==> src/rtl/ahb_dec10_pkg.sv <==
// Shared AHB encodings used by the decoder and its default slave.
package ahb_pkg;

  localparam logic [1:0] HTRANS_IDLE   = 2'd0;
  localparam logic [1:0] HTRANS_BUSY   = 2'd1;
  localparam logic [1:0] HTRANS_NONSEQ = 2'd2;
  localparam logic [1:0] HTRANS_SEQ    = 2'd3;

  localparam logic HRESP_OKAY  = 1'b0;
  localparam logic HRESP_ERROR = 1'b1;

  typedef enum logic [1:0] {
    DS_OKAY = 2'd0,
    DS_ERR1 = 2'd1,
    DS_ERR2 = 2'd2
  } def_state_t;

endpackage

==> src/rtl/ahb_dec10_if.sv <==
// Address/data-phase signals exchanged between the bus fabric and the decoder.
interface ahb_dec10_if #(
  parameter int AW = 32
);
  logic [AW-1:0] haddr;
  logic [1:0]    htrans;
  logic          hready;
  logic [9:0]    hsel;
  logic [9:0]    dsel;
  logic          dsel_def;
  logic          hreadyout_def;
  logic          hresp_def;

  modport master (
    output haddr, htrans, hready,
    input  hsel, dsel, dsel_def, hreadyout_def, hresp_def
  );

  modport slave (
    input  haddr, htrans, hready,
    output hsel, dsel, dsel_def, hreadyout_def, hresp_def
  );
endinterface

==> src/rtl/ahb_dec10_def_slave.sv <==
// Default slave: answers unmapped active transfers with a two-cycle ERROR.
module ahb_def_slave
  import ahb_pkg::*;
(
  input  logic clk,
  input  logic srst,
  input  logic hready,
  input  logic active,
  input  logic unmapped,
  output logic hreadyout,
  output logic hresp
);

  def_state_t state_reg;
  logic       hreadyout_reg;
  logic       hresp_reg;
  logic       err_start;

  assign err_start = hready && unmapped && active;

  always_ff @(posedge clk) begin
    if (srst) begin
      state_reg     <= DS_OKAY;
      hreadyout_reg <= 1'b1;
      hresp_reg     <= HRESP_OKAY;
    end else begin
      case (state_reg)
        // ERR1 owns the bus wait state, so hready is irrelevant there.
        DS_ERR1: begin
          state_reg     <= DS_ERR2;
          hreadyout_reg <= 1'b1;
          hresp_reg     <= HRESP_ERROR;
        end
        DS_OKAY, DS_ERR2: begin
          if (err_start) begin
            state_reg     <= DS_ERR1;
            hreadyout_reg <= 1'b0;
            hresp_reg     <= HRESP_ERROR;
          end else begin
            state_reg     <= DS_OKAY;
            hreadyout_reg <= 1'b1;
            hresp_reg     <= HRESP_OKAY;
          end
        end
        default: begin
          state_reg     <= DS_OKAY;
          hreadyout_reg <= 1'b1;
          hresp_reg     <= HRESP_OKAY;
        end
      endcase
    end
  end

  assign hreadyout = hreadyout_reg;
  assign hresp     = hresp_reg;

endmodule

==> src/rtl/ahb_dec10.sv <==
// Ten-region AHB address decoder with data-phase select tracking and a default slave.
module ahb_dec10
  import ahb_pkg::*;
#(
  parameter int                AW       = 32,
  parameter int                DECW     = 4,
  parameter logic [10*DECW-1:0] SLV_BASE = 40'h9876543210,
  parameter logic [9:0]        SLV_EN   = 10'h3FF
) (
  input logic        hclk,
  input logic        hreset,
  ahb_dec10_if.slave bus
);

  localparam int NSLV = 10;

  logic [DECW-1:0] tag;
  logic [NSLV-1:0] match;
  logic [NSLV-1:0] hsel_w;
  logic [NSLV-1:0] dsel_reg;
  logic            dsel_def_reg;
  logic            unmapped;
  logic            active;
  logic            unused_addr_bits;

  assign tag              = bus.haddr[AW-1 -: DECW];
  assign unused_addr_bits = ^bus.haddr;

  generate
    for (genvar gi = 0; gi < NSLV; gi++) begin : g_match
      assign match[gi] = SLV_EN[gi] && (tag == SLV_BASE[gi*DECW +: DECW]);
    end
  endgenerate

  // Isolate the lowest set bit so overlapping tags resolve to the lowest index.
  assign hsel_w   = match & (~match + {{(NSLV-1){1'b0}}, 1'b1});
  assign unmapped = ~|hsel_w;
  assign active   = (bus.htrans == HTRANS_NONSEQ) || (bus.htrans == HTRANS_SEQ);

  always_ff @(posedge hclk) begin
    if (hreset) begin
      dsel_reg     <= '0;
      dsel_def_reg <= 1'b1;
    end else if (bus.hready) begin
      dsel_reg     <= hsel_w;
      dsel_def_reg <= unmapped;
    end
  end

  ahb_def_slave u_def_slave (
    .clk       (hclk),
    .srst      (hreset),
    .hready    (bus.hready),
    .active    (active),
    .unmapped  (unmapped),
    .hreadyout (bus.hreadyout_def),
    .hresp     (bus.hresp_def)
  );

  assign bus.hsel     = hsel_w;
  assign bus.dsel     = dsel_reg;
  assign bus.dsel_def = dsel_def_reg;

endmodule

==> src/flat_wrapper.sv <==
// flat-port wrapper written by rule: the top's interface ports become plain ports
module ahb_dec10_flat import ahb_pkg::*;
#(
  parameter int                AW       = 32,
  parameter int                DECW     = 4,
  parameter logic [10*DECW-1:0] SLV_BASE = 40'h9876543210,
  parameter logic [9:0]        SLV_EN   = 10'h3FF
)
  (hclk, hreset, bus_haddr, bus_htrans, bus_hready, bus_hsel, bus_dsel, bus_dsel_def, bus_hreadyout_def, bus_hresp_def);
  ahb_dec10_if #(.AW(AW)) bus_i ();
  input logic hclk;
  input logic hreset;
  input wire logic [$bits(bus_i.haddr)-1:0] bus_haddr;
  input wire logic [$bits(bus_i.htrans)-1:0] bus_htrans;
  input wire logic [$bits(bus_i.hready)-1:0] bus_hready;
  output wire logic [$bits(bus_i.hsel)-1:0] bus_hsel;
  output wire logic [$bits(bus_i.dsel)-1:0] bus_dsel;
  output wire logic [$bits(bus_i.dsel_def)-1:0] bus_dsel_def;
  output wire logic [$bits(bus_i.hreadyout_def)-1:0] bus_hreadyout_def;
  output wire logic [$bits(bus_i.hresp_def)-1:0] bus_hresp_def;
  assign bus_i.haddr = bus_haddr;
  assign bus_i.htrans = bus_htrans;
  assign bus_i.hready = bus_hready;
  assign bus_hsel = bus_i.hsel;
  assign bus_dsel = bus_i.dsel;
  assign bus_dsel_def = bus_i.dsel_def;
  assign bus_hreadyout_def = bus_i.hreadyout_def;
  assign bus_hresp_def = bus_i.hresp_def;
  ahb_dec10 #(.AW(AW), .DECW(DECW), .SLV_BASE(SLV_BASE), .SLV_EN(SLV_EN)) u_core (.hclk(hclk), .hreset(hreset), .bus(bus_i));
endmodule
==> config.mk <==
export PLATFORM = sky130hd
export DESIGN_NAME = ahb_dec10_flat
export DESIGN_NICKNAME = d
export VERILOG_FILES = /design/src/rtl/ahb_dec10_pkg.sv /design/src/rtl/ahb_dec10_if.sv /design/src/rtl/ahb_dec10_def_slave.sv /design/src/rtl/ahb_dec10.sv /design/src/flat_wrapper.sv
export SDC_FILE = /design/constraint.sdc
export NUM_CORES = 1
export LEC_CHECK = 0
export BUFFER_PORTS_ARGS = -buffer_cell sky130_fd_sc_hd__buf_2
export CAP_MARGIN = 20
export CORE_MARGIN = 3
export CORE_UTILIZATION = 34
export CTS_CLUSTER_DIAMETER = 120
export DETAILED_ROUTE_END_ITERATION = 10
export PLACE_DENSITY = 0.74
export SYNTH_ARGS = -nofsm -noshare
export SYNTH_HDL_FRONTEND = slang
export SYNTH_SLANG_ARGS = --single-unit
==> constraint.sdc <==
create_clock -name hclk -period 0.95 [get_ports hclk]
set_input_delay 0.1425 -clock hclk [delete_from_list [all_inputs] [get_ports hclk]]
set_output_delay 0.1425 -clock hclk [all_outputs]
set_load 0.02 [all_outputs]
==> summary.md <==
| Metric | Value |
|---|---|
| Via count | `678` |
| Top cell type's share of synthesized area | `38.96%` |
| Post-DRT Antenna Nets | `0` |
| Area Growth Syn to Fin | `47.40%` |
| HP Start | `hreset` |
| Vias per cell | `4.949` |
| Placeable Area | `0.002062 sq mm` |
| Final Cell Area | `0.001136 sq mm` |
| Reg2reg start | `u_core.u_def_slave.state_reg[0]` |
| Number of remaining DRC errors | `0` |
| Synthesized net count | `105` |
| EDFF count, synth | `0` |
| Relative max-transition margin | `76.32%` |
| GRT Total Usage | `13.14%` |
| Synth Warn # | `0` |
| Die H | `53.61 um` |
| CTS H-tree lvls | `1` |
| Gpl congestion | `0.7224` |
| CP max-delay cell | `or3b_4` |
| Synth cell count leaders | `dfxtp_1, nand2b_1, nor2_1, nor3_1` |
| Register area share after synthesis | `38.96%` |
| Clock slew at the register clock pins of the worst setup and hold paths | `0.08 ns` |
| Final Slew Violations | `0` |
| Setup ws final | `-0.04415 ns` |
| GR Overflow Total | `0` |
| Post-DP HPWL | `1370 um` |
| Vias in the first global route | `637` |
| CTS Hold Bufs | `0` |
| Post-synthesis register bit count | `15` |
| Synthesized area per cell | `11.33 sq um` |
| Cts bufs inserted | `3` |
| Critical path data arrival time | `1.16 ns` |
| Count of buffer and inverter cells on the critical path | `0` |
| Synth Cell Area | `770.7 sq um` |
| Drt total wl | `1744 um` |
| Final net count | `148` |
| Synth area leaders | `dfxtp_1, nand2b_4, o32ai_2` |
| CP startpoint | `u_core.u_def_slave.state_reg[0]` |
| Post-route setup TNS | `-0.04415 ns` |
| Failing checks | `setup timing` |
| Root Buffer | `clkbuf_4` |
| Initial DRT Pass Iterations | `4` |
| Max rail drop VDD | `0.0006861 V` |
| Clk sink count | `15` |
| Unique masters post-synth | `24` |
| Crit Path Max Fanout | `3` |
| Startpoint types | `flip-flop` |
| Prevailing post-synth register cell | `dfxtp_1` |
| First DRT Iteration DRCs | `2` |
| Diodes inserted | `0` |
| Top delay family on crit path | `simple AND/OR/NAND/NOR gates` |
| CP Class | `flip-flop to flip-flop` |
| Layout cells sized above 1 | `68.18%` |
| Worst-Skew Late Latency | `0.27 ns` |
| Max Cap Violations | `0` |
| Port Buffers | `30` |
| Placed inst area | `0.001027 sq mm` |
| Final cell count without fillers | `137` |
| Ys async rst share | `0%` |
| Rows | `16` |
| Max reg flops | `10` |
| HP Class | `primary input to flip-flop` |
| CP required | `1.12 ns` |
| Period utilisation layout | `104.6%` |
| Critical-path cell list | `or3b_4 > or2_1` |
| Worst Setup End Kind | `flip-flop` |
| RSZ-0062 raised after global routing | `yes` |
| Skew final | `0.001083 ns` |
| Final Util | `55.10%` |
| Peak Freq | `1006 MHz` |
| Pleak | `0.5112 nW` |
| Initial core utilization | `37.38%` |
| Synth Instances | `68` |
| Die area | `0.002874 sq mm` |
| Pwr/cell area | `1116 mW/mm^2` |
| Worst-Margin Slew | `0.3536 ns` |
| Final setup violation count | `1` |
| Initial antenna violation count | `0` |
| DR WL/cell | `12.73 um` |
| Worst stage delay on the critical path | `0.37 ns` |
| I/O pin count | `60` |
| Final hold vios | `0` |
| CTS tree | `built` |
| Hold Slack | `0.1861 ns` |
| Global-route wire length before repair | `2766 um` |
| Largest area contributor in the netlist | `dfxtp_1` |
| Status | `finished with violations` |
| Final min period | `0.9942 ns` |
| Die Wd | `53.61 um` |
| Most common cell in the netlist | `dfxtp_1` |
| Largest net degree at the start of global routing | `11` |
| Clk buf depth | `2` |
| Placed cells | `131` |
==> worst reg2reg max path, delay by kind of cell (launching register included) <==
kind / cells / cell delay (ns)
and+or+nand+nor: 2 / 0.58
DFF: 1 / 0.31
==> final timing paths <==
path | end | slack (ns) | depth (start not counted)
worst max register to register | u_core.u_def_slave.hreadyout | -0.04 | 2
worst min register to register | u_core.u_def_slave.state_reg[1] | 0.40 | 1
worst min-delay path | u_core.u_def_slave.state_reg[0] | 0.19 | 3
worst max-delay path | u_core.u_def_slave.hreadyout | -0.04 | 2
==> placed cells by master (no fill, tap or decap) <==
cell	instances
a31o_2	1
buf_2	13
buf_4	30
buf_6	2
buf_8	1
clkbuf_1	1
clkbuf_4	3
dfxtp_1	11
dfxtp_2	3
dfxtp_4	1
inv_1	1
nand2_2	1
nand2b_1	6
nand2b_4	4
nand3_1	1
nor2_1	4
nor2_2	1
nor3_2	5
nor3b_1	2
nor4_4	1
o211ai_1	1
o21bai_1	1
o32ai_1	1
o32ai_2	3
o41ai_1	2
o41ai_2	2
o41ai_4	1
or2_1	1
or3b_1	3
or3b_4	3
==> per-layer routing <==
metal	vias to the layer above	wire length (um)	global-route usage, %
met1	327	750	15.68
met5	-	0	0
met3	0	82	3.324
met2	17	911	23.06
li1	334	-	-
met4	0	0	3.830
==> timing repair <==
action,4_1_cts,5_1_grt
endpoints found under the setup margin,6,15
pin swaps,1,2
setup buffers,0,2
resized for setup,9,18
==> power by group <==
part / switching, mW / total (mW) / internal (mW)
logic: 0.148 / 0.274 / 0.126
registers: 0.00564 / 0.645 / 0.640
clock network: 0.186 / 0.348 / 0.162
total: 0.339 / 1.27 / 0.928
==> cell type report <==
class / count / area [sq um]
Fill cell: 187 / 925.9
Tap cell: 27 / 33.78
Sequential cell: 15 / 307.8
Clock buffer: 4 / 26.28
Multi-Input combinational cell: 44 / 436.7
Timing Repair Buffer: 46 / 327.8
Inverter: 1 / 3.754
==> through the flow <==
step                setup WS, ns  power [mW]
CTS                     -0.03906       1.270
global placement        -0.03742      0.9005
floorplan               -0.03069      0.8332
global route            -0.06702       1.344
detailed placement      -0.05429      0.9055
finish                  -0.04415       1.268
==> logic make-up (layout without fill, tap and decap cells) <==
group           count (synthesis)  in the layout  share of synthesized area (%)
simple gates                   32             32                          31.17
flops                          15             15                          38.96
compound gates                 12             12                          20.62
buf+inv                         9             51                          9.252
Power figures use the tool's default switching activity.
